File: src/rtl/op_share_arbiter_pkg.sv
// Shared types and helpers for schedulers that time-share one dataflow operator.
package op_share_arbiter_pkg;

    localparam int unsigned REQ_MAX = 32;
    localparam int unsigned IDW_MAX = 5;

    typedef struct packed {
        logic               valid;
        logic [IDW_MAX-1:0] id;
    } tag_t;

    typedef struct packed {
        logic               found;
        logic [IDW_MAX-1:0] idx;
    } pick_t;

    // Round-robin search starting just after ptr, wrapping at nreq.
    function automatic pick_t rr_pick(input logic [REQ_MAX-1:0] req,
                                      input logic [IDW_MAX-1:0] ptr,
                                      input int unsigned        nreq);
        pick_t       p;
        int unsigned k;
        p = '0;
        for (int unsigned i = 1; i <= REQ_MAX; i++) begin
            k = (32'(ptr) + i) % nreq;
            if (i <= nreq && !p.found && req[k[IDW_MAX-1:0]]) begin
                p.found = 1'b1;
                p.idx   = IDW_MAX'(k);
            end
        end
        return p;
    endfunction

endpackage

File: src/rtl/op_share_arbiter_rr_arbiter.sv
// NREQ-wide round-robin arbiter; the pointer moves to the winner on each advancing grant.
module rr_arbiter
    import op_share_arbiter_pkg::*;
#(
    parameter int unsigned NREQ = 4
) (
    input  logic               CLK,
    input  logic               RST,
    input  logic               adv,
    input  logic [NREQ-1:0]    req,
    output logic [NREQ-1:0]    gnt_c,
    output logic               gnt_vld_c,
    output logic [IDW_MAX-1:0] gnt_idx_c
);

    logic [IDW_MAX-1:0] ptr_q;
    pick_t              pick_c;

    always_comb begin
        pick_c    = rr_pick(REQ_MAX'(req), ptr_q, NREQ);
        gnt_vld_c = adv & RST & pick_c.found;
        gnt_idx_c = pick_c.idx;
        gnt_c     = '0;
        if (gnt_vld_c) begin
            gnt_c = NREQ'(1) << gnt_idx_c;
        end
    end

    // Reset to the last requester so requester 0 is first in line.
    always_ff @(posedge CLK or negedge RST) begin
        if (!RST) begin
            ptr_q <= IDW_MAX'(NREQ - 1);
        end else if (gnt_vld_c) begin
            ptr_q <= gnt_idx_c;
        end
    end

endmodule

File: src/rtl/op_share_arbiter.sv
// Time-shares one fixed-latency operator between NREQ requesters, routing results back by tag.
module op_share_arbiter
    import op_share_arbiter_pkg::*;
#(
    parameter  int unsigned N    = 16,
    parameter  int unsigned NREQ = 4,
    parameter  int unsigned LAT  = 1,
    localparam int unsigned IDW  = $clog2(NREQ),
    localparam int unsigned CW   = $clog2(LAT + 2)
) (
    input  logic              CLK,
    input  logic              RST,
    input  logic              EN,
    input  logic [NREQ-1:0]   REQ_R,
    input  logic [NREQ*N-1:0] REQ_D,
    output logic [NREQ-1:0]   REQ_ACK,
    output logic              OP_EN,
    output logic              OP_R,
    output logic [N-1:0]      OP_D,
    input  logic              OP_R_OUT,
    input  logic [N-1:0]      OP_D_OUT,
    output logic [NREQ-1:0]   RES_R,
    output logic [N-1:0]      RES_D,
    output logic [CW-1:0]     INFLIGHT,
    output logic              ERR
);

    logic               gnt_vld_c;
    logic [IDW_MAX-1:0] gnt_idx_c;
    logic [NREQ-1:0]    gnt_c;
    logic [N-1:0]       op_d_nxt_c;
    logic [CW-1:0]      infl_c;
    logic [NREQ-1:0]    res_r_c;

    logic               op_r_q;
    logic [N-1:0]       op_d_q;
    logic               err_q;
    tag_t               tag_q [LAT+1];

    rr_arbiter #(.NREQ(NREQ)) u_rr (
        .CLK       (CLK),
        .RST       (RST),
        .adv       (EN),
        .req       (REQ_R),
        .gnt_c     (gnt_c),
        .gnt_vld_c (gnt_vld_c),
        .gnt_idx_c (gnt_idx_c)
    );

    // Operand mux driven by the one-hot grant.
    always_comb begin
        op_d_nxt_c = '0;
        for (int unsigned k = 0; k < NREQ; k++) begin
            if (gnt_c[k]) begin
                op_d_nxt_c = REQ_D[k*N +: N];
            end
        end
    end

    always_ff @(posedge CLK or negedge RST) begin
        if (!RST) begin
            op_r_q <= 1'b0;
            op_d_q <= '0;
            err_q  <= 1'b0;
            for (int unsigned i = 0; i <= LAT; i++) begin
                tag_q[i] <= '0;
            end
        end else if (EN) begin
            op_r_q <= gnt_vld_c;
            if (gnt_vld_c) begin
                op_d_q <= op_d_nxt_c;
            end
            tag_q[0] <= tag_t'{valid: gnt_vld_c, id: gnt_idx_c};
            for (int unsigned i = 1; i <= LAT; i++) begin
                tag_q[i] <= tag_q[i-1];
            end
            // Operator output and tag pipeline must agree on every enabled cycle.
            if (OP_R_OUT != tag_q[LAT].valid) begin
                err_q <= 1'b1;
            end
        end
    end

    always_comb begin
        infl_c = '0;
        for (int unsigned i = 0; i <= LAT; i++) begin
            infl_c = infl_c + CW'(tag_q[i].valid);
        end
    end

    always_comb begin
        res_r_c = '0;
        for (int unsigned k = 0; k < NREQ; k++) begin
            res_r_c[k] = EN & OP_R_OUT & tag_q[LAT].valid
                       & (tag_q[LAT].id == IDW_MAX'(IDW'(k)));
        end
    end

    assign REQ_ACK  = gnt_c;
    assign OP_EN    = EN;
    assign OP_R     = op_r_q;
    assign OP_D     = op_d_q;
    assign RES_R    = res_r_c;
    assign RES_D    = OP_D_OUT;
    assign INFLIGHT = infl_c;
    assign ERR      = err_q;

endmodule

File: config.mk
export PLATFORM = sky130hd
export DESIGN_NAME = op_share_arbiter
export DESIGN_NICKNAME = d
export VERILOG_FILES = /design/src/rtl/op_share_arbiter_pkg.sv /design/src/rtl/op_share_arbiter_rr_arbiter.sv /design/src/rtl/op_share_arbiter.sv
export SDC_FILE = /design/constraint.sdc
export NUM_CORES = 1
export LEC_CHECK = 0
export CAP_MARGIN = 20
export CORE_ASPECT_RATIO = 1.5
export CORE_MARGIN = 10
export CORE_UTILIZATION = 39
export CTS_CLUSTER_SIZE = 12
export DETAILED_ROUTE_END_ITERATION = 10
export HOLD_SLACK_MARGIN = 0.06
export MAX_ROUTING_LAYER = met4
export PLACE_DENSITY = 0.95
export SLEW_MARGIN = 0
export SYNTH_ARGS = -nofsm -noshare
export SYNTH_HDL_FRONTEND = slang
export SYNTH_SLANG_ARGS = --single-unit
export TNS_END_PERCENT = 20
File: constraint.sdc
create_clock -name CLK -period 3.97 [get_ports CLK]
set_input_delay 0.397 -clock CLK [delete_from_list [all_inputs] [get_ports CLK]]
set_output_delay 0.397 -clock CLK [all_outputs]
set_load 0.05 [all_outputs]
==> results.cfg <==
[timing]
finalSetupTns_ns = 0
max_freq_ghz = 0.3465
setup_viol = 0
relSlewSlack_pct = 43.85
fin_worst_skew_ns = 0.002463
grt_setup_unrepaired = no
final.min_clock_period_ns = 2.886
final_hold_viol_count = 0
timing.hold.ws_ns = 0.4680
drv_slew = 0
worst_pin_slew_ns = 0.8422
post-route-period-util_pct = 72.70

[drt]
drt_iter0_drc = 167
routed_wirelength_mm = 6.972
route.detailed.wl_per_inst_microns = 19.00
num_vias = 2018
antenna_left = 0
first_pass_iters = 4
vias_per_cell = 5.499
post-route-drc-count = 0

[setup_path]
cp-start-kind = primary input
crit_path_end_kind = output port
required_ns = 3.57
cp_max_fo = 36
crit_arrival_ns = 2.49
worstSetupPathType = in2out

[power_and_ir_drop]
power_density_mw_per_mm2 = 467.2
switching_share_pct = 48.01
clockPowerShare_pct = 11.8
ir_drop_mv = 0.2196
internal_power_mw = 0.7023
p_switching_mw = 0.6486
combPwrFrac_pct = 58.0
seq_power_share_pct = 30.2
leakage_nw = 1.106

[clock_tree]
cts-hold-fix-buffers = 0
clk_latency_ns = 0.27
cts_resized = 0
cts_buffer_depth = 2
clkTransAtPathRegs_ns = 0.10
cts_root_buffer = clkbuf_8
clock_sinks = 25
htreeDepth = 1
numCtsBuffers = 3
tritoncts = yes
post_cts_buffers = 0

[placed_design]
place.gp.congestion = 0.8767
dp_cells = 363
hpwl_mm = 5.597
io_buffers = 100

[yosys]
async_flop_share_pct = 100.0
synth.area.top_cells = dfrtp_1 29%, buf_4 7.9%, nand2_1 7.9%
yosysWarnings = 0
synthesis.area_sq_mm = 0.002001
ys_types = 38
synth_most_common_cell = nand2_1
synth_cells = 232
synth_area_per_cell_sq_um = 8.624
yosysTopAreaCell = dfrtp_1
yosys.area.top_type_share_pct = 28.77
ys_seq_area_share_pct = 31.39
synth_edf_count = 0
ys_seq_elements = 25
synthTopCellsByCount = 42 x nand2_1, 23 x dfrtp_1, 21 x buf_4
syn_nets = 321
ys.flop_type = dfrtp_1

[final_layout]
drive_above_1_share_pct = 7.641
n_antenna_cell = 0
fin_nets = 391
layoutNonFillerInstCount = 367
n_fill_cell = 444
synthToLayoutAreaGrowth_pct = 44.53

[floorplanning]
rows = 31
ios = 133
die_area_sq_mm = 0.008454
initial_core_util_pct = 40.94
core_sq_mm = 0.004887
die_w_microns = 78.48
die_h_microns = 107.7

[global_route]
grt_pass1_vias = 2197
antenna_found_initial = 0
grt_pass1_wl_mm = 10.98
grt_max_degree = 37
gr-total-overflow = 0
grt_usage_pct = 16.46

[hold_path]
min_path_type = reg2reg

[run_status]
status = complete, no violations

[run]
drv_cap = 0
## cell type report
class | count | area, sq um | share of cell area (%)
repair buffers | 103 | 1064 | 36.78
multi-input cells | 167 | 1061 | 36.69
flip-flops and latches | 25 | 628.1 | 21.72
well taps | 66 | 82.58 | 2.856
clock buffers | 3 | 41.29 | 1.428
clock inverters | 1 | 7.507 | 0.2596
inverters | 2 | 7.507 | 0.2596
## logic make-up (layout without fill, tap and decap cells)
| logic type | after synthesis | in the layout | share of synthesized area (%) |
|---|---|---|---|
| AOI/OAI and AO/OA | 84 | 84 | 30.33 |
| xor gates and xnor gates | 1 | 1 | 0.4379 |
| adders and majority gates | 1 | 1 | 0.6253 |
| buffers and inverters | 40 | 109 | 15.57 |
| DFF | 25 | 25 | 31.39 |
| muxes | 9 | 9 | 4.753 |
| and+or+nand+nor | 72 | 72 | 16.89 |
## path summary, 6_finish.rpt
kind / from / depth (start not counted) / slack (ns) / end
max reg2reg: u_rr.ptr_q[0]$_DFFE_PN1P_ / 6 / 1.71 / OP_D[9]$_DFFE_PN0P_
min: ERR$_DFFE_PN0P_ / 1 / 0.47 / ERR$_DFFE_PN0P_
min in group asynchronous: RST / 2 / 0.61 / tag_q[0]$_DFFE_PN0P_
max in group asynchronous: RST / 2 / 3.07 / u_rr.ptr_q[1]$_DFFE_PN1P_
min reg2reg: ERR$_DFFE_PN0P_ / 1 / 0.47 / ERR$_DFFE_PN0P_
max: REQ_R[3] / 5 / 1.08 / REQ_ACK[1]
## power groups by stage
stage          Sequential, mW  Combinational [mW]  Clock (mW)
2_1_floorplan           0.607               0.369           0
3_3_place_gp            0.403               0.770           0
3_5_place_dp            0.413               0.790           0
4_1_cts                 0.407               0.791       0.163
5_1_grt                 0.420               0.833       0.174
6_report                0.408               0.783       0.160
## layout by cell type (no fill, tap or decap), types with 5 or more instances in the layout
cell type        Yosys  final
a21oi_1             14     14
mux2i_1              5      5
dfrtp_1             23     23
o31ai_1             12     12
o211ai_1            12     12
clkdlybuf4s50_1      0     96
a32oi_1             12     12
nor2_1              11     11
a211oi_1             8      8
nand2_1             42     42
o21ai_0             12     12
## flip-flops by register name, summed over array words and instances (netlist names)
| register | cells |
|---|---|
| ERR | 1 |
| OP_D | 16 |
| tag_q | 6 |
| u_rr.ptr_q | 2 |
## per-layer routing
layer | vias to the layer above | track usage (%) | share of wire (%)
li1 | 976 | - | -
met1 | 950 | 16.56 | 38
met5 | - | - | 0
met3 | 14 | 2.592 | 5.0
met2 | 78 | 30.42 | 54
met4 | 0 | 7.069 | 2.8
## worst max-delay path, cell delays in order
cell and delay [ns]:
clkdlybuf4s50_1 0.53, or4_1 0.88, nand2_8 0.34, nor3_1 0.13, buf_12 0.21
## per-stage QoR
stage          utilization, %  cell area [sq um]  total power, mW  setup slack [ns]
3_3_place_gp            58.17               2843            1.173             1.145
4_1_cts                 59.17               2892            1.362             1.082
2_1_floorplan               -               2001           0.9760             1.151
6_report                59.17               2892            1.351             1.084
3_5_place_dp            58.17               2843            1.203             1.083
5_1_grt                 59.17               2892            1.427            0.9785
No activity file was read; power rests on OpenSTA's default activity.
